File: config.mk
export PLATFORM = sky130hd
export DESIGN_NAME = cdma_transmitter
export DESIGN_NICKNAME = d
export VERILOG_FILES = /design/src/rtl/cdma_pkg.sv /design/src/rtl/lfsr_6bit.sv /design/src/rtl/tx_bit_fifo.sv /design/src/rtl/cdma_transmitter.sv
export SDC_FILE = /design/constraint.sdc
export NUM_CORES = 1
export LEC_CHECK = 0
export CORE_MARGIN = 2
export CORE_UTILIZATION = 58
export CTS_CLUSTER_DIAMETER = 80
export DETAILED_ROUTE_END_ITERATION = 10
export HOLD_SLACK_MARGIN = 0.03
export PLACE_DENSITY_LB_ADDON = 0.2
export SETUP_SLACK_MARGIN = 0.05
export SLEW_MARGIN = 20
export SYNTH_ARGS = -nofsm -noshare
export SYNTH_HDL_FRONTEND = slang
export SYNTH_SLANG_ARGS = --single-unit
File: constraint.sdc
create_clock -name clk -period 4.1 [get_ports clk]
set_input_delay 0.82 -clock clk [delete_from_list [all_inputs] [get_ports clk]]
set_output_delay 0.82 -clock clk [all_outputs]
set_load 0.005 [all_outputs]
File: src/rtl/cdma_pkg.sv
// Shared constants, symbol payload type and output saturation for the CDMA transmit path.
package cdma_pkg;

  localparam int unsigned CHIPS_PER_BIT = 64;
  localparam int unsigned SAMPLE_W      = 8;
  localparam int unsigned SUM_W         = SAMPLE_W + 1;
  localparam int unsigned PN_W          = 6;
  localparam int          SAT_MAX       = 127;
  localparam int          SAT_MIN       = -128;

  // One user's data bit for the symbol currently on air, plus whether it carries data.
  typedef struct packed {
    logic bit_val;
    logic act;
  } sym_t;

  // Clamp the two-user sum into the signed sample range.
  function automatic logic signed [SAMPLE_W-1:0] sat_sample(input logic signed [SUM_W-1:0] s);
    if (s > SUM_W'(SAT_MAX)) return SAMPLE_W'(SAT_MAX);
    if (s < SUM_W'(SAT_MIN)) return SAMPLE_W'(SAT_MIN);
    return SAMPLE_W'(s);
  endfunction

endpackage

File: src/rtl/lfsr_6bit.sv
// 6-bit maximal-length PN generator (x^6 + x^5 + 1), shared with the receiver; advances every chip.
module lfsr_6bit
  import cdma_pkg::*;
(
  input  logic            clk,
  input  logic            rst,
  output logic [PN_W-1:0] o_pn
);

  localparam logic [PN_W-1:0] SEED = PN_W'(1);

  logic [PN_W-1:0] r_state;

  // Shift left, feed back the XOR of the two top taps.
  always_ff @(posedge clk) begin
    if (rst) r_state <= SEED;
    else     r_state <= {r_state[PN_W-2:0], r_state[PN_W-1] ^ r_state[PN_W-2]};
  end

  assign o_pn = r_state;

endmodule

File: src/rtl/tx_bit_fifo.sv
// Single-bit FIFO buffering one user's data bits until the next symbol boundary.
module tx_bit_fifo #(
  parameter int unsigned DEPTH = 4
) (
  input  logic clk,
  input  logic rst,
  input  logic i_push,
  input  logic i_din,
  input  logic i_pop,
  output logic o_dout_c,
  output logic o_full_c,
  output logic o_empty_c
);

  localparam int unsigned AW = $clog2(DEPTH);
  localparam int unsigned CW = AW + 1;

  logic [DEPTH-1:0] r_mem;
  logic [AW-1:0]    r_wr_ptr;
  logic [AW-1:0]    r_rd_ptr;
  logic [CW-1:0]    r_count;
  logic             w_push;
  logic             w_pop;

  assign w_push = i_push && !o_full_c;
  assign w_pop  = i_pop && !o_empty_c;

  // Pointer and occupancy tracking; simultaneous push and pop leaves the count unchanged.
  always_ff @(posedge clk) begin
    if (rst) begin
      r_wr_ptr <= '0;
      r_rd_ptr <= '0;
      r_count  <= '0;
    end else begin
      if (w_push) r_wr_ptr <= r_wr_ptr + AW'(1);
      if (w_pop)  r_rd_ptr <= r_rd_ptr + AW'(1);
      case ({w_push, w_pop})
        2'b10:   r_count <= r_count + CW'(1);
        2'b01:   r_count <= r_count - CW'(1);
        default: r_count <= r_count;
      endcase
    end
  end

  // Storage needs no reset: it is only read when the count says it holds data.
  always_ff @(posedge clk) begin
    if (w_push) r_mem[r_wr_ptr] <= i_din;
  end

  assign o_dout_c  = r_mem[r_rd_ptr];
  assign o_full_c  = (r_count == CW'(DEPTH));
  assign o_empty_c = (r_count == '0);

endmodule

File: src/rtl/cdma_transmitter.sv
// Two-user DSSS transmitter: buffers bits, spreads each over a symbol of PN chips, sums and saturates.
module cdma_transmitter #(
  parameter int unsigned                          CHIPS_PER_BIT = cdma_pkg::CHIPS_PER_BIT,
  parameter int unsigned                          FIFO_DEPTH    = 4,
  parameter logic signed [cdma_pkg::SAMPLE_W-1:0] AMPLITUDE     = 8'sd40
) (
  input  logic                                 clk,
  input  logic                                 rst,
  input  logic                                 data_in_1,
  input  logic                                 valid_in_1,
  output logic                                 ready_out_1,
  input  logic                                 data_in_2,
  input  logic                                 valid_in_2,
  output logic                                 ready_out_2,
  input  logic        [cdma_pkg::PN_W-1:0]     user_code_1,
  input  logic        [cdma_pkg::PN_W-1:0]     user_code_2,
  output logic signed [cdma_pkg::SAMPLE_W-1:0] bpsk_out,
  output logic                                 sym_start,
  output logic                                 active_1,
  output logic                                 active_2
);

  import cdma_pkg::*;

  localparam int unsigned CIDX_W = $clog2(CHIPS_PER_BIT);

  logic [CIDX_W-1:0]          r_chip_idx;
  logic                       w_load;
  logic [PN_W-1:0]            w_pn;
  logic                       w_full_1, w_empty_1, w_head_1;
  logic                       w_full_2, w_empty_2, w_head_2;
  sym_t                       r_sym_1, r_sym_2;
  logic                       w_chip_1, w_chip_2;
  logic signed [SUM_W-1:0]    w_s1, w_s2, w_sum;
  logic signed [SAMPLE_W-1:0] w_sat;

  // The last chip of a symbol is where the next symbol's bits are taken from the FIFOs.
  assign w_load      = (r_chip_idx == CIDX_W'(CHIPS_PER_BIT - 1));
  assign ready_out_1 = !w_full_1;
  assign ready_out_2 = !w_full_2;

  tx_bit_fifo #(.DEPTH(FIFO_DEPTH)) u_fifo_1 (
    .clk      (clk),
    .rst      (rst),
    .i_push   (valid_in_1 && ready_out_1),
    .i_din    (data_in_1),
    .i_pop    (w_load),
    .o_dout_c (w_head_1),
    .o_full_c (w_full_1),
    .o_empty_c(w_empty_1)
  );

  tx_bit_fifo #(.DEPTH(FIFO_DEPTH)) u_fifo_2 (
    .clk      (clk),
    .rst      (rst),
    .i_push   (valid_in_2 && ready_out_2),
    .i_din    (data_in_2),
    .i_pop    (w_load),
    .o_dout_c (w_head_2),
    .o_full_c (w_full_2),
    .o_empty_c(w_empty_2)
  );

  lfsr_6bit u_lfsr (
    .clk (clk),
    .rst (rst),
    .o_pn(w_pn)
  );

  // Free-running chip counter; wraps naturally since CHIPS_PER_BIT is a power of two.
  always_ff @(posedge clk) begin
    if (rst) r_chip_idx <= '0;
    else     r_chip_idx <= r_chip_idx + CIDX_W'(1);
  end

  // Symbol load: an empty FIFO leaves that user silent for the whole next symbol.
  always_ff @(posedge clk) begin
    if (rst) begin
      r_sym_1 <= '0;
      r_sym_2 <= '0;
    end else if (w_load) begin
      r_sym_1.act     <= !w_empty_1;
      r_sym_1.bit_val <= w_head_1 && !w_empty_1;
      r_sym_2.act     <= !w_empty_2;
      r_sym_2.bit_val <= w_head_2 && !w_empty_2;
    end
  end

  assign w_chip_1 = ^(w_pn & user_code_1);
  assign w_chip_2 = ^(w_pn & user_code_2);

  // BPSK chip mapping: bit XNOR chip gives +AMPLITUDE, so bit 1 correlates positive at the receiver.
  always_comb begin
    w_s1 = '0;
    w_s2 = '0;
    if (r_sym_1.act) w_s1 = (r_sym_1.bit_val ~^ w_chip_1) ? SUM_W'(AMPLITUDE) : -SUM_W'(AMPLITUDE);
    if (r_sym_2.act) w_s2 = (r_sym_2.bit_val ~^ w_chip_2) ? SUM_W'(AMPLITUDE) : -SUM_W'(AMPLITUDE);
    w_sum = w_s1 + w_s2;
    w_sat = sat_sample(w_sum);
  end

  // Output stage: one cycle behind the chip counter, flags aligned with the sample.
  always_ff @(posedge clk) begin
    if (rst) begin
      bpsk_out  <= '0;
      sym_start <= 1'b0;
      active_1  <= 1'b0;
      active_2  <= 1'b0;
    end else begin
      bpsk_out  <= w_sat;
      sym_start <= (r_chip_idx == '0);
      active_1  <= r_sym_1.act;
      active_2  <= r_sym_2.act;
    end
  end

endmodule

==> results of run 1 <==
==> power by group through the flow <==
stage	clock, mW	sequential, mW	combinational (mW)
final	0.277	0.500	0.0867
after global routing	0.302	0.503	0.0992
after CTS	0.285	0.500	0.0881
after detailed placement	0	0.511	0.0875
after global placement	0	0.511	0.0854
after floorplan	0	0.508	0.0577
==> final cells by class <==
type	instances	area, um2
Clock inverter	1	5.00
Sequential cell	47	1020
Clock buffer	7	86.3
Tap cell	48	60.1
Fill cell	285	1010
Timing Repair Buffer	31	308
Multi-Input combinational cell	154	1120
Inverter	20	75.1
==> stage by stage <==
stage               instances  power [mW]  cell area, um2  hold WS (ns)
floorplan                 229       0.565            2250         0.430
global placement          300       0.596            2580         0.443
detailed placement        300       0.599            2580         0.460
CTS                       308       0.873            2680         0.471
global route              308       0.905            2680         0.495
finish                    308       0.864            2680         0.471
==> worst min-delay path: cells and delay by family, from the launching register on <==
| family | cells | cell delay, ns |
|---|---|---|
| compound gates | 1 | 0.05 |
| flops | 1 | 0.32 |
| simple gates | 1 | 0.05 |
==> sequential cells by signal, indices dropped and copies added (netlist names), 3 cells and up <==
signal / count
bpsk_out: 6
u_fifo_1.r_mem: 4
u_fifo_1.r_count: 3
u_fifo_2.r_count: 3
u_lfsr.o_pn: 6
r_chip_idx: 6
u_fifo_2.r_mem: 4
==> worst max-delay path by stage <==
stage                               from                      to  slack [ns]  cells after the start
after detailed placement  user_code_1[1]  bpsk_out[6]$_SDFF_PP0_        0.70                     10
after global placement    user_code_1[1]  bpsk_out[6]$_SDFF_PP0_        0.77                     10
final                     user_code_1[1]  bpsk_out[6]$_SDFF_PP0_        1.04                     10
after global routing      user_code_2[5]  bpsk_out[6]$_SDFF_PP0_        0.92                     10
after floorplan           user_code_1[1]  bpsk_out[6]$_SDFF_PP0_        1.28                      9
after CTS                 user_code_1[1]  bpsk_out[6]$_SDFF_PP0_        1.02                     10
==> cells by family after synthesis <==
| family | after synthesis | share of synthesized area, % |
|---|---|---|
| AO/OA/AOI/OAI | 23 | 5.72 |
| AND/OR/NAND/NOR | 88 | 19.6 |
| adder cells (fa/ha/maj) | 18 | 11.0 |
| multiplexers | 2 | 2.00 |
| buffers and inverters | 28 | 4.99 |
| flip-flops | 47 | 45.3 |
| XOR/XNOR | 23 | 11.4 |
==> layout by cell type, fill, tap and decap left out, types with 5 or more instances in the layout <==
master	synthesis	routed
or3_1	5	5
inv_1	18	18
a21oi_1	16	16
nor2_1	24	24
ha_1	15	15
dfxtp_1	39	39
clkdlybuf4s50_1	0	30
xnor2_1	7	7
clkbuf_8	0	6
and3_1	8	8
xor2_1	12	12
edfxtp_1	8	8
nor2b_1	6	6
nand2_1	24	24
==> per-layer routing <==
layer	share of wire [%]	GRT usage, %	wire length (um)
met4	1.6	6.89	53
met5	0	0	0
met1	47	19.3	1590
met3	4.8	5.28	162
met2	47	32.0	1600
==> results by group, run 1 <==
Drt
  – Final WL: 3400 um
  – Vias/cell: ~5.0
  – Drt drc: 0
  – Post-DR wirelength/cell: ~11 um
  – DR pass1 iterations: 4
  – Vias: 1554
  – Initial drt markers: 26
  – ANT nets after route: 0

Global routing
  – Global-route wire length before repair: roughly 5900 um
  – Total Routing Usage GR: 17.8%
  – Vias in the first global route: 1469
  – Initial antenna violation count: 0
  – Pin count of the biggest net entering global routing: 40
  – GR Overflow Total: 0

Critical path
  – WS Path Type: in2reg
  – Required @ worst endpoint: 4.31 ns
  – Crit start category: primary input
  – Crit-path cells: clkdlybuf4s50_1 -> nand2_1 -> xnor3_1 -> xnor3_1 -> nor2_1 -> fa_1 -> a21o_1 -> a21oi_1 -> a21oi_1 -> a311oi_1
  – Cell family with most CP delay: XOR/XNOR gates
  – Reg2Reg Depth: 10
  – Crit path buffers/inverters: 1
  – Crit Path Max Fanout: 5
  – Register-to-register setup slack: around 1.6 ns
  – Crit path capture type: flip-flop
  – Critical-path top delay cell: fa_1
  – Critical Path Max Stage Delay: just over 0.5 ns
  – Worst r2r src: r_chip_idx[0]$_SDFF_PP0_
  – Critical Path AT: 3.27 ns
  – Critical R2R Capture: u_fifo_2.r_count[2]$_SDFFE_PP0P_

Synthesis
  – Yosys warnings: 0
  – Asr flop ratio synth: 0%
  – Mapped Cells: roughly 230
  – Syn_area_per_cell: 9.85 um2
  – Largest area contributor in the netlist: dfxtp_1
  – Unique masters post-synth: 33
  – FF+latch count, synth: 47
  – Yosys top cell area share: between 30% and 40%
  – Top post-synthesis cells by count: dfxtp_1 (39), nand2_1 (24), nor2_1 (24)
  – Cell Area, Synth: ~2300 um2
  – Sequential share of the synthesized area: a little under half
  – Most frequent cell after synthesis: dfxtp_1
  – Top area cells in the synthesized netlist: dfxtp_1 (35%), edfxtp_1 (11%), ha_1 (8.3%), xor2_1 (4.7%), nand2_1 (4.0%)
  – Synth Flop Type: dfxtp_1
  – Number of flops mapped to enable cells by yosys: 8
  – Synthesized Nets: 265

Power
  – Cell-internal power: 0.672 mW
  – P_sw: 0.192 mW
  – Comb pwr share: approximately a tenth
  – Clock power share: about a third
  – Sw Share: between 20% and 30%
  – Worst ir drop on vdd: roughly 0.23 mV
  – PD cells: 323 nW/um2
  – Leak Pwr: roughly 1.1 nW
  – Sequential power share: roughly 58%

Layout
  – Layout Utilization: 72.6%
  – Final #Nets: 295
  – Layout overhead on the synthesized area: 18.7%
  – Layout cells sized above 1: 5.00%
  – N_diodes: 0

Floorplanning
  – Site Rows: 22
  – Core area: between 3000 and 4000 um2
  – Die width: ~66 um
  – Full die area: roughly 4400 um2
  – Die Height: about 66 um
  – Initial core utilization: approximately 61%
  – IO Pins: 31

Run
  – Max-capacitance violation count: 0

Run status
  – Outcome: finished clean

STA
  – Setup violators final: 0
  – RSZ-0062 raised after global routing: false
  – Minimum clock period: 3.06 ns
  – F_max: approximately 330 MHz
  – Worst Skew: 0.00631 ns
  – Setup_tns: 0 ns
  – Max-Slew Margin vs Limit: roughly three quarters
  – Worst-margin pin slew: 0.354 ns
  – Final worst slack: ~1.0 ns
  – Max-slew violations: 0
  – Hold Vio Cnt, Final: 0
  – Final period util: between 70% and 80%

Min path
  – WHS Path Cells: 2
  – Worst Hold Path EP: r_sym_2[1]$_SDFFE_PP0N_
  – Worst Hold Class: reg2reg
  – Hold_sp: r_sym_2[1]$_SDFFE_PP0N_

CTS
  – CTS clk-pin slew, worst paths: 0.08 ns
  – Post-CTS Setup Repair Bufs: 0
  – Worst skew pair latency: a little under 0.3 ns
  – Cts bufs inserted: 5
  – PostCTS Resize Cnt: 0
  – Hold_buf cts: 0
  – CTS root buf: clkbuf_8
  – Max Buffers Root-to-Sink: 2
  – Clock tree from TritonCTS: built
  – CTS sink cnt: 47
  – Htree depth: 2

Place
  – GP Congestion: roughly 0.87
  – Post-Place Worst Slack: roughly 0.7 ns
  – Hpwl dp: between 2000 and 3000 um
  – Port Buf Inserts: 30
(Power assumes the default switching activity.)
==> run 2, diff against run 1 <==
CORE_UTILIZATION = 49   (was 58)
clock period = 2.8 ns   (was 4.1 ns; I/O delays follow)
==> results by group, run 2 (synthesized netlist as in run 1, its figures left out) <==
Critical path
  – Crit-path cells: clkdlybuf4s50_1 -> nand2_1 -> xnor3_1 -> xnor3_1 -> nor2_2 -> fa_1 -> a21o_1 -> a21oi_2 -> a21oi_1 -> a311oi_1
  – Register-to-register setup slack: approximately 0.33 ns
  – Crit path capture type: flip-flop
  – Cell family with most CP delay: compound AO/OA/AOI/OAI gates
  – Reg2Reg Depth: 10
  – Crit Path Max Fanout: 2
  – Critical Path Max Stage Delay: ~0.45 ns
  – Required @ worst endpoint: approximately 3.0 ns
  – WS Path Type: in2reg
  – Worst r2r src: r_chip_idx[0]$_SDFF_PP0_
  – CP most frequent cell: xnor3_1
  – Critical-path top delay cell: clkdlybuf4s50_1
  – Crit path buffers/inverters: 1
  – Crit start category: primary input
  – Critical R2R Capture: u_fifo_2.r_count[2]$_SDFFE_PP0P_
  – Critical Path AT: approximately 2.9 ns

Drt
  – DR pass1 iterations: 4
  – Uppermost layer routed: met4
  – Final WL: roughly 3800 um
  – Initial drt markers: 46
  – Met3 WL: 196 um
  – Post-DR wirelength/cell: between 10 and 15 um
  – Routed wl met2: 1820 um
  – Drt drc: 0
  – ANT nets after route: 0
  – Vias/cell: about 5
  – Post-Route M1 WL: between 1500 and 2000 um
  – Vias: approximately 1600

Layout
  – Layout overhead on the synthesized area: 24.4%
  – Post-Layout Cell Count: approximately 320
  – N_diodes: 0
  – Layout cells sized above 1: about a tenth
  – Most frequent cells in the layout: dfxtp_1 (39), clkdlybuf4s50_1 (30), nand2_1 (24), nor2_1 (22), inv_1 (18)
  – Commonest non-fill, non-tap cell in the layout: dfxtp_1
  – Final #Nets: just over 300
  – # fillers: around 370

Floorplanning
  – Die Height: a little over 70 um
  – Core area: roughly 4400 um2
  – Site Rows: 24
  – IO Pins: 31
  – Die width: between 70 and 80 um
  – Full die area: slightly above 5000 um2
  – Initial core utilization: about half

CTS
  – Max Buffers Root-to-Sink: 2
  – CTS sink cnt: 47
  – Htree depth: 2
  – CTS root buf: clkbuf_8
  – Worst skew pair latency: a little under 0.3 ns
  – CTS clk-pin slew, worst paths: 0.08 ns
  – Hold_buf cts: 0
  – Clock tree from TritonCTS: built
  – Cts bufs inserted: 5

Run status
  – Outcome: finished clean

STA
  – Max-slew violations: 0
  – Max-Slew Margin vs Limit: 79.3%
  – F_max: between 300 and 400 MHz
  – Final period util: ~94%
  – Minimum clock period: between 2 and 3 ns
  – Setup violators final: 0
  – Worst-margin pin slew: 0.310 ns
  – Hold Vio Cnt, Final: 0
  – Worst Skew: ~0.0035 ns
  – RSZ-0062 raised after global routing: false

Power
  – Clock power share: about two fifths
  – Comb pwr share: a little under a tenth
  – Cell-internal power: ~1.1 mW
  – Sw Share: about a fifth
  – Leak Pwr: ~1.2 nW
  – Sequential power share: 50.9%
  – Worst ir drop on vdd: 0.274 mV
  – PD cells: 513 nW/um2
  – Tot Pwr: 1.44 mW
  – P_sw: around 0.30 mW

Min path
  – Worst Hold Class: reg2reg
  – Hold_sp: r_chip_idx[0]$_SDFF_PP0_
  – WHS Path Cells: 1
  – Worst Hold Path EP: r_chip_idx[0]$_SDFF_PP0_

Place
  – DP Cell Count: about 310
  – Hpwl dp: about 2700 um
  – Port Buf Inserts: 30
  – GP Congestion: 0.830

Global routing
  – GR Overflow Total: 0
  – Pin count of the biggest net entering global routing: 24
  – Initial antenna violation count: 0
  – Total Routing Usage GR: between 10% and 20%
  – Vias in the first global route: 1486
  – Global-route wire length before repair: 6330 um

Run
  – Max-capacitance violation count: 0
==> run 2: changes by cell type in the layout (fill, tap and decap cells not counted), sizes merged <==
| cell | before | now |
|---|---|---|
| buf | 1 | 8 |
| bufinv | 0 | 2 |
| clkbuf | 7 | 6 |
| clkinv | 1 | 0 |
==> run 2: worst register-to-register path, delay by kind of cell, from the launching register on <==
family | cells | cell delay (ns)
DFF | 1 | 0.38
adders and majority gates | 3 | 0.77
xor gates and xnor gates | 1 | 0.16
and+or+nand+nor | 3 | 0.81
buffers and inverters | 2 | 0.17
AOI/OAI and AO/OA | 1 | 0.14
==> run 2: timing repair <==
item | CTS | global route
setup buffers | 0 | 0
setup endpoints to repair | 0 | 4
resized for setup | 0 | 7
==> run 2: routing by layer <==
metal / GRT usage [%] / vias to the layer above
met1: 19.9 / 732
met3: 4.36 / 7
li1: - / 827
met4: 5.66 / 0
met2: 25.2 / 29
met5: 0 / -
==> run 2: area by class of cell <==
class                      instances  area (um2)  share of cell area (%)
inverter                          20        75.1                    2.68
sequential                        47        1020                    36.4
clock buffer                       6        72.6                    2.59
timing repair buffer              38         360                    12.9
tap                               52        65.1                    2.32
clock inverter                     2        60.1                    2.14
multi-input combinational        154        1150                    41.0
==> run 2: how the worst max path moves through the flow <==
stage / startpoint / to / slack (ns) / depth (start not counted)
after floorplan: user_code_1[1] / bpsk_out[6]$_SDFF_PP0_ / 0.24 / 9
final: user_code_1[1] / bpsk_out[6]$_SDFF_PP0_ / 0.16 / 10
after detailed placement: user_code_1[1] / bpsk_out[6]$_SDFF_PP0_ / -0.25 / 10
after global routing: user_code_1[3] / bpsk_out[4]$_SDFF_PP0_ / 0.06 / 10
after CTS: user_code_1[1] / bpsk_out[6]$_SDFF_PP0_ / 0.07 / 10
after global placement: user_code_2[4] / bpsk_out[4]$_SDFF_PP0_ / -0.19 / 10
==> run 2: per-stage QoR <==
| stage | hold slack (ns) | setup WS, ns | utilization [%] | cell area, um2 | setup TNS [ns] |
|---|---|---|---|---|---|
| 2_1_floorplan | 0.430 | 0.244 | - | 2250 | 0 |
| 3_3_place_gp | 0.449 | -0.194 | 60.3 | 2640 | -0.653 |
| 3_5_place_dp | 0.463 | -0.250 | 60.3 | 2640 | -0.785 |
| 4_1_cts | 0.481 | 0.0743 | 63.3 | 2780 | 0 |
| 5_1_grt | 0.501 | 0.0579 | 64.0 | 2800 | 0 |
| 6_report | 0.473 | 0.155 | 64.0 | 2800 | 0 |
==> run 2: power by group through the flow <==
stage | logic (mW) | registers (mW) | clock network [mW]
after floorplan | 0.0845 | 0.743 | 0
after global placement | 0.127 | 0.748 | 0
after detailed placement | 0.130 | 0.748 | 0
after CTS | 0.131 | 0.733 | 0.595
after global routing | 0.151 | 0.736 | 0.612
final | 0.131 | 0.732 | 0.576
==> run 3, diff against run 2 <==
PLACE_DENSITY = 0.75   (was not set)
PLACE_DENSITY_LB_ADDON = not set   (was 0.2)
SLEW_MARGIN = not set   (was 20)
==> results by group, run 3 (synthesized netlist as in run 1, its figures left out) <==
Critical path
  – Crit path buffers/inverters: 1
  – Crit Path Max Fanout: 4
  – Critical Path Max Stage Delay: ~0.46 ns
  – Critical Path AT: between 2 and 3 ns
  – Crit start category: primary input
  – WS Path Type: in2reg
  – Cell family with most CP delay: XOR/XNOR gates
  – Crit path capture type: flip-flop
  – Critical-path top delay cell: clkdlybuf4s50_1
  – CP most frequent cell: xnor3_1
  – Register-to-register setup slack: slightly above 0.4 ns
  – Required @ worst endpoint: between 2 and 3 ns
  – Crit-path cells: clkdlybuf4s50_1 -> nand2_1 -> xnor3_1 -> xnor3_1 -> nor2_2 -> ha_1 -> and4bb_2 -> a21oi_2 -> a2bb2oi_1 -> nor2_1

Place
  – DP Cell Count: just over 300
  – Hpwl dp: 2690 um
  – GP Congestion: about 0.82
  – Port Buf Inserts: 30
  – Post-Place Worst Slack: -0.293 ns

Layout
  – Layout overhead on the synthesized area: 23.6%
  – Most frequent cells in the layout: dfxtp_1 (39), clkdlybuf4s50_1 (28), nand2_1 (24), nor2_1 (22), inv_1 (18)
  – # fillers: 371
  – Post-Layout Cell Count: between 300 and 400
  – Final #Nets: between 300 and 400
  – N_diodes: 0
  – Layout cells sized above 1: 10.5%
  – Commonest non-fill, non-tap cell in the layout: dfxtp_1

STA
  – Setup violators final: 0
  – F_max: 388 MHz
  – Worst Skew: around 0.0051 ns
  – RSZ-0062 raised after global routing: false
  – Hold Worst Slack: approximately 0.46 ns
  – Max-slew violations: 0
  – Final period util: 92.1%
  – Minimum clock period: 2.58 ns
  – Max-Slew Margin vs Limit: between 70 and 80%
  – Hold Vio Cnt, Final: 0
  – Final worst slack: 0.221 ns
  – Worst-margin pin slew: a little under 0.4 ns

Power
  – Sequential power share: 55.0%
  – Cell-internal power: about 1.0 mW
  – Comb pwr share: between 10% and 20%
  – Clock power share: 35.1%
  – PD cells: between 400 and 500 nW/um2
  – Worst ir drop on vdd: between 0.2 and 0.3 mV
  – Sw Share: 22.1%
  – P_sw: slightly below 0.3 mW
  – Leak Pwr: about 1.2 nW

Run status
  – Outcome: finished clean

Drt
  – Vias: around 1600
  – Final WL: approximately 3700 um
  – DR pass1 iterations: 4
  – Initial drt markers: 64
  – ANT nets after route: 0
  – Vias/cell: 5.04
  – Post-DR wirelength/cell: approximately 12 um
  – Drt drc: 0

Global routing
  – Initial antenna violation count: 0
  – Total Routing Usage GR: between 10% and 20%
  – Vias in the first global route: 1540
  – GR Overflow Total: 0
  – Pin count of the biggest net entering global routing: 39
  – Global-route wire length before repair: between 6000 and 7000 um

Floorplanning
  – Initial core utilization: between 50% and 60%
  – Die width: 71.8 um
  – Die Height: 71.8 um
  – IO Pins: 31
  – Full die area: 5160 um2
  – Core area: ~4400 um2
  – Site Rows: 24

CTS
  – Hold_buf cts: 0
  – Max Buffers Root-to-Sink: 2
  – Htree depth: 2
  – Clock tree from TritonCTS: built
  – CTS clk-pin slew, worst paths: 0.08 ns
  – CTS sink cnt: 47
  – CTS root buf: clkbuf_8
  – Cts bufs inserted: 5
  – Worst skew pair latency: 0.30 ns

Run
  – Max-capacitance violation count: 0

Min path
  – Worst Hold Class: reg2reg
## run 3: cell count changes in the layout (fill, tap and decap cells not counted), moves of 2 or more
cell and change:
clkdlybuf4s50_1 -2, bufinv_16 -2, a21oi_1 -2, a21oi_2 +2, dlymetal6s2s_1 +2
## run 3: layout make-up
type	count	area [um2]	share of cell area [%]
well taps	52	65.1	2.33
inverters	20	75.1	2.69
repair buffers	37	358	12.8
clock inverters	1	5.00	0.180
multi-input cells	154	1160	41.5
flip-flops and latches	47	1020	36.6
clock buffers	7	108	3.86
## run 3: worst register-to-register path: cells and delay by family (launching register included)
family                     cells  cell delay [ns]
xor gates and xnor gates       2             0.78
and+or+nand+nor                4             0.58
DFF                            1             0.38
AOI/OAI and AO/OA              2             0.28
adders and majority gates      1             0.26
## run 3: routing by layer
metal,GRT usage [%],vias to the layer above,part of all wire (%)
li1,-,830,-
met3,5.06,2,6.0
met5,0,-,0
met2,26.6,37,48
met1,19.3,734,46
met4,3.77,0,0.19
## run 3: metrics by stage
step           setup TNS [ns]  util [%]  cell area [um2]  power, mW
4_1_cts                     0      62.7             2750       1.35
5_1_grt                     0      63.6             2790       1.40
3_3_place_gp           -0.555      60.1             2640      0.873
2_1_floorplan               0         -             2250      0.828
6_report                    0      63.6             2790       1.33
3_5_place_dp           -0.889      60.1             2640      0.879
## run 3: worst paths after layout
check / start / endpoint / cells after the start
setup / recovery: user_code_2[4] / bpsk_out[4]$_SDFF_PP0_ / 10
hold / removal: r_chip_idx[0]$_SDFF_PP0_ / r_chip_idx[0]$_SDFF_PP0_ / 1
setup reg to reg: u_lfsr.o_pn[1]$_SDFF_PP0_ / bpsk_out[4]$_SDFF_PP0_ / 9
hold reg to reg: r_chip_idx[0]$_SDFF_PP0_ / r_chip_idx[0]$_SDFF_PP0_ / 1
## run 3: power by group through the flow
stage,Clock [mW],Combinational [mW],Sequential [mW]
2_1_floorplan,0,0.0845,0.743
6_report,0.467,0.133,0.733
3_3_place_gp,0,0.125,0.748
5_1_grt,0.508,0.151,0.738
4_1_cts,0.482,0.133,0.733
3_5_place_dp,0,0.130,0.749
## run 3: what timing repair did
| item | in CTS | in global routing |
|---|---|---|
| setup buffers | 0 | 0 |
| pin swaps | 2 | 9 |
| setup endpoints to repair | 1 | 2 |
| gates resized for setup | 0 | 10 |
==> RTL edit: new RTL, flow settings as in run 3 <==
The package constant `CHIPS_PER_BIT` goes from 64 to 32.
--- a/src/rtl/cdma_pkg.sv
+++ b/src/rtl/cdma_pkg.sv
@@ -3,3 +3,3 @@
 
-  localparam int unsigned CHIPS_PER_BIT = 64;
+  localparam int unsigned CHIPS_PER_BIT = 32;
   localparam int unsigned SAMPLE_W      = 8;
Check against the original RTL: no difference found for any inputs over 10 cycles, from zero or initial values and one cycle with rst high; that may be too few to reach the edited logic, so the function may still have changed.
==> RTL edit against run 3 <==
  * Global-route usage fell by 0.80 points
  * Via count fell by 7.5%
  * Critical path depth fell by 1
  * Clock power fell by 2%
  * Sequential cell count fell by 1
  * Clock skew rose by 0.0067 ns
  * Wire length fell by 6.6%
  * Power fell by 2.6%
  * Worst setup slack got worse by 0.062 ns
  * Area after synthesis fell by 3.9%
  * Non-clock buffer count did not move
  * Hold slack got worse by 0.025 ns
  * Final area fell by 3.1%
  * Critical endpoint unchanged
  * Largest cell class unchanged
  * Largest power group unchanged
  * Highest routed layer unchanged
==> RTL edit: results (changes against run 3) <==
P per Cell Area=480 nW/um2 (+0.50%); placed cell area=2540 um2 (-3.6%); worst setup path startpoint=user_code_1[3]; worst clock skew=0.0119 ns (+0.00674 ns); WP data arrival=2.89 ns (+0.13 ns); Worst Hold End=sym_start; Post-Synthesis Cells=210 (-8.3%); final-stage net count=285 (-5.3%); number of H-tree levels=2 (unchanged); met2 Use GR=0.243 (-0.0233); hold_ws=0.438 ns (-0.0247 ns); asr flop ratio synth=0 (unchanged); Worst VDD drop=0.216 mV (-18%); R2R Path Start=r_chip_idx[0]; yosys warns=0 (unchanged); r2r worst-path depth=10 (+1); met1 wire length=1.65 mm (-3.0%); unique cell type count in the Yosys netlist=34 (+3.0%); post-synthesis sequential area ratio=0.462 (+0.00906); Synth top cells by count=38 x dfxtp_1, 22 x nor2_1, 18 x nand2_1; P_leak=1.13 nW (-4.2%); Hold WC Path Type=flip-flop to flip-flop; Hold Crit Start=r_chip_idx[4]; Via-to-Cell Ratio=4.92 (-2.3%); Synthesized Nets=247 (-6.8%); vias in the first global route=1354 (-12%); Root Driver=clkbuf_8; routed length on met3=190 um (-16%); status=completed; worst slack, placed=-0.305 ns (-0.0120 ns); final wirelength=3.48 mm (-6.6%); Slew headroom=0.759 (+0.0229); drt first-iter violations=40 (-38%); met1 Use GR=0.191 (-0.00253); GRT Total Usage=0.149 (-0.00804); post-DP HPWL=2.49 mm (-7.5%); top cells by area, synth=dfxtp_1 35%, edfxtp_1 11%, ha_1 9.2%; largest net degree at the start of global routing=36 (-7.7%); critical register-to-register path endpoint=u_fifo_2.r_count[2]; layout cell share with drive strength beyond 1=0.104 (-0.000845); EDFF count, synth=8 (unchanged); met2 wire length=1.59 mm (-11%); Fill cells=367 (-1.1%); Antenna Cells=0 (unchanged); via count=1482 (-7.5%); CTS clk-pin slew, worst paths=around 0.090 ns; global-route wire length before repair=5.89 mm (-8.3%); DR pass1 iterations=4 (unchanged); Post-CTS Resized=2 (+2); RD Place Congestion=0.739 (-9.7%); worst-path maximum fanout=3 (-1); Num CTS Buffers=5 (unchanged); fmax=379 MHz (-2.3%); met3 GRT Util=0.0433 (-0.00734)
==> RTL edit: report_power, final <==
part | internal (W) | total, W | switching (W)
Sequential | 0.000698 | 0.000718 | 0.0000198
Clock | 0.000232 | 0.000457 | 0.000225
Combinational | 0.0000697 | 0.000123 | 0.0000533
Total | 0.000999 | 0.00130 | 0.000299
==> RTL edit: layout make-up <==
class                   count  area share
well taps                  52      0.0241
clock buffers               6      0.0347
clock inverters             2     0.00509
flip-flops and latches     46       0.371
multi-input cells         142       0.413
repair buffers             37       0.131
inverters                  16      0.0222
==> RTL edit: cell families after synthesis <==
family | Yosys count | share of synthesized area
buffers and inverters | 22 | 0.0416
and+or+nand+nor | 78 | 0.183
DFF | 46 | 0.462
AOI/OAI and AO/OA | 21 | 0.0583
muxes | 2 | 0.0208
xor gates and xnor gates | 22 | 0.114
adders and majority gates | 19 | 0.120
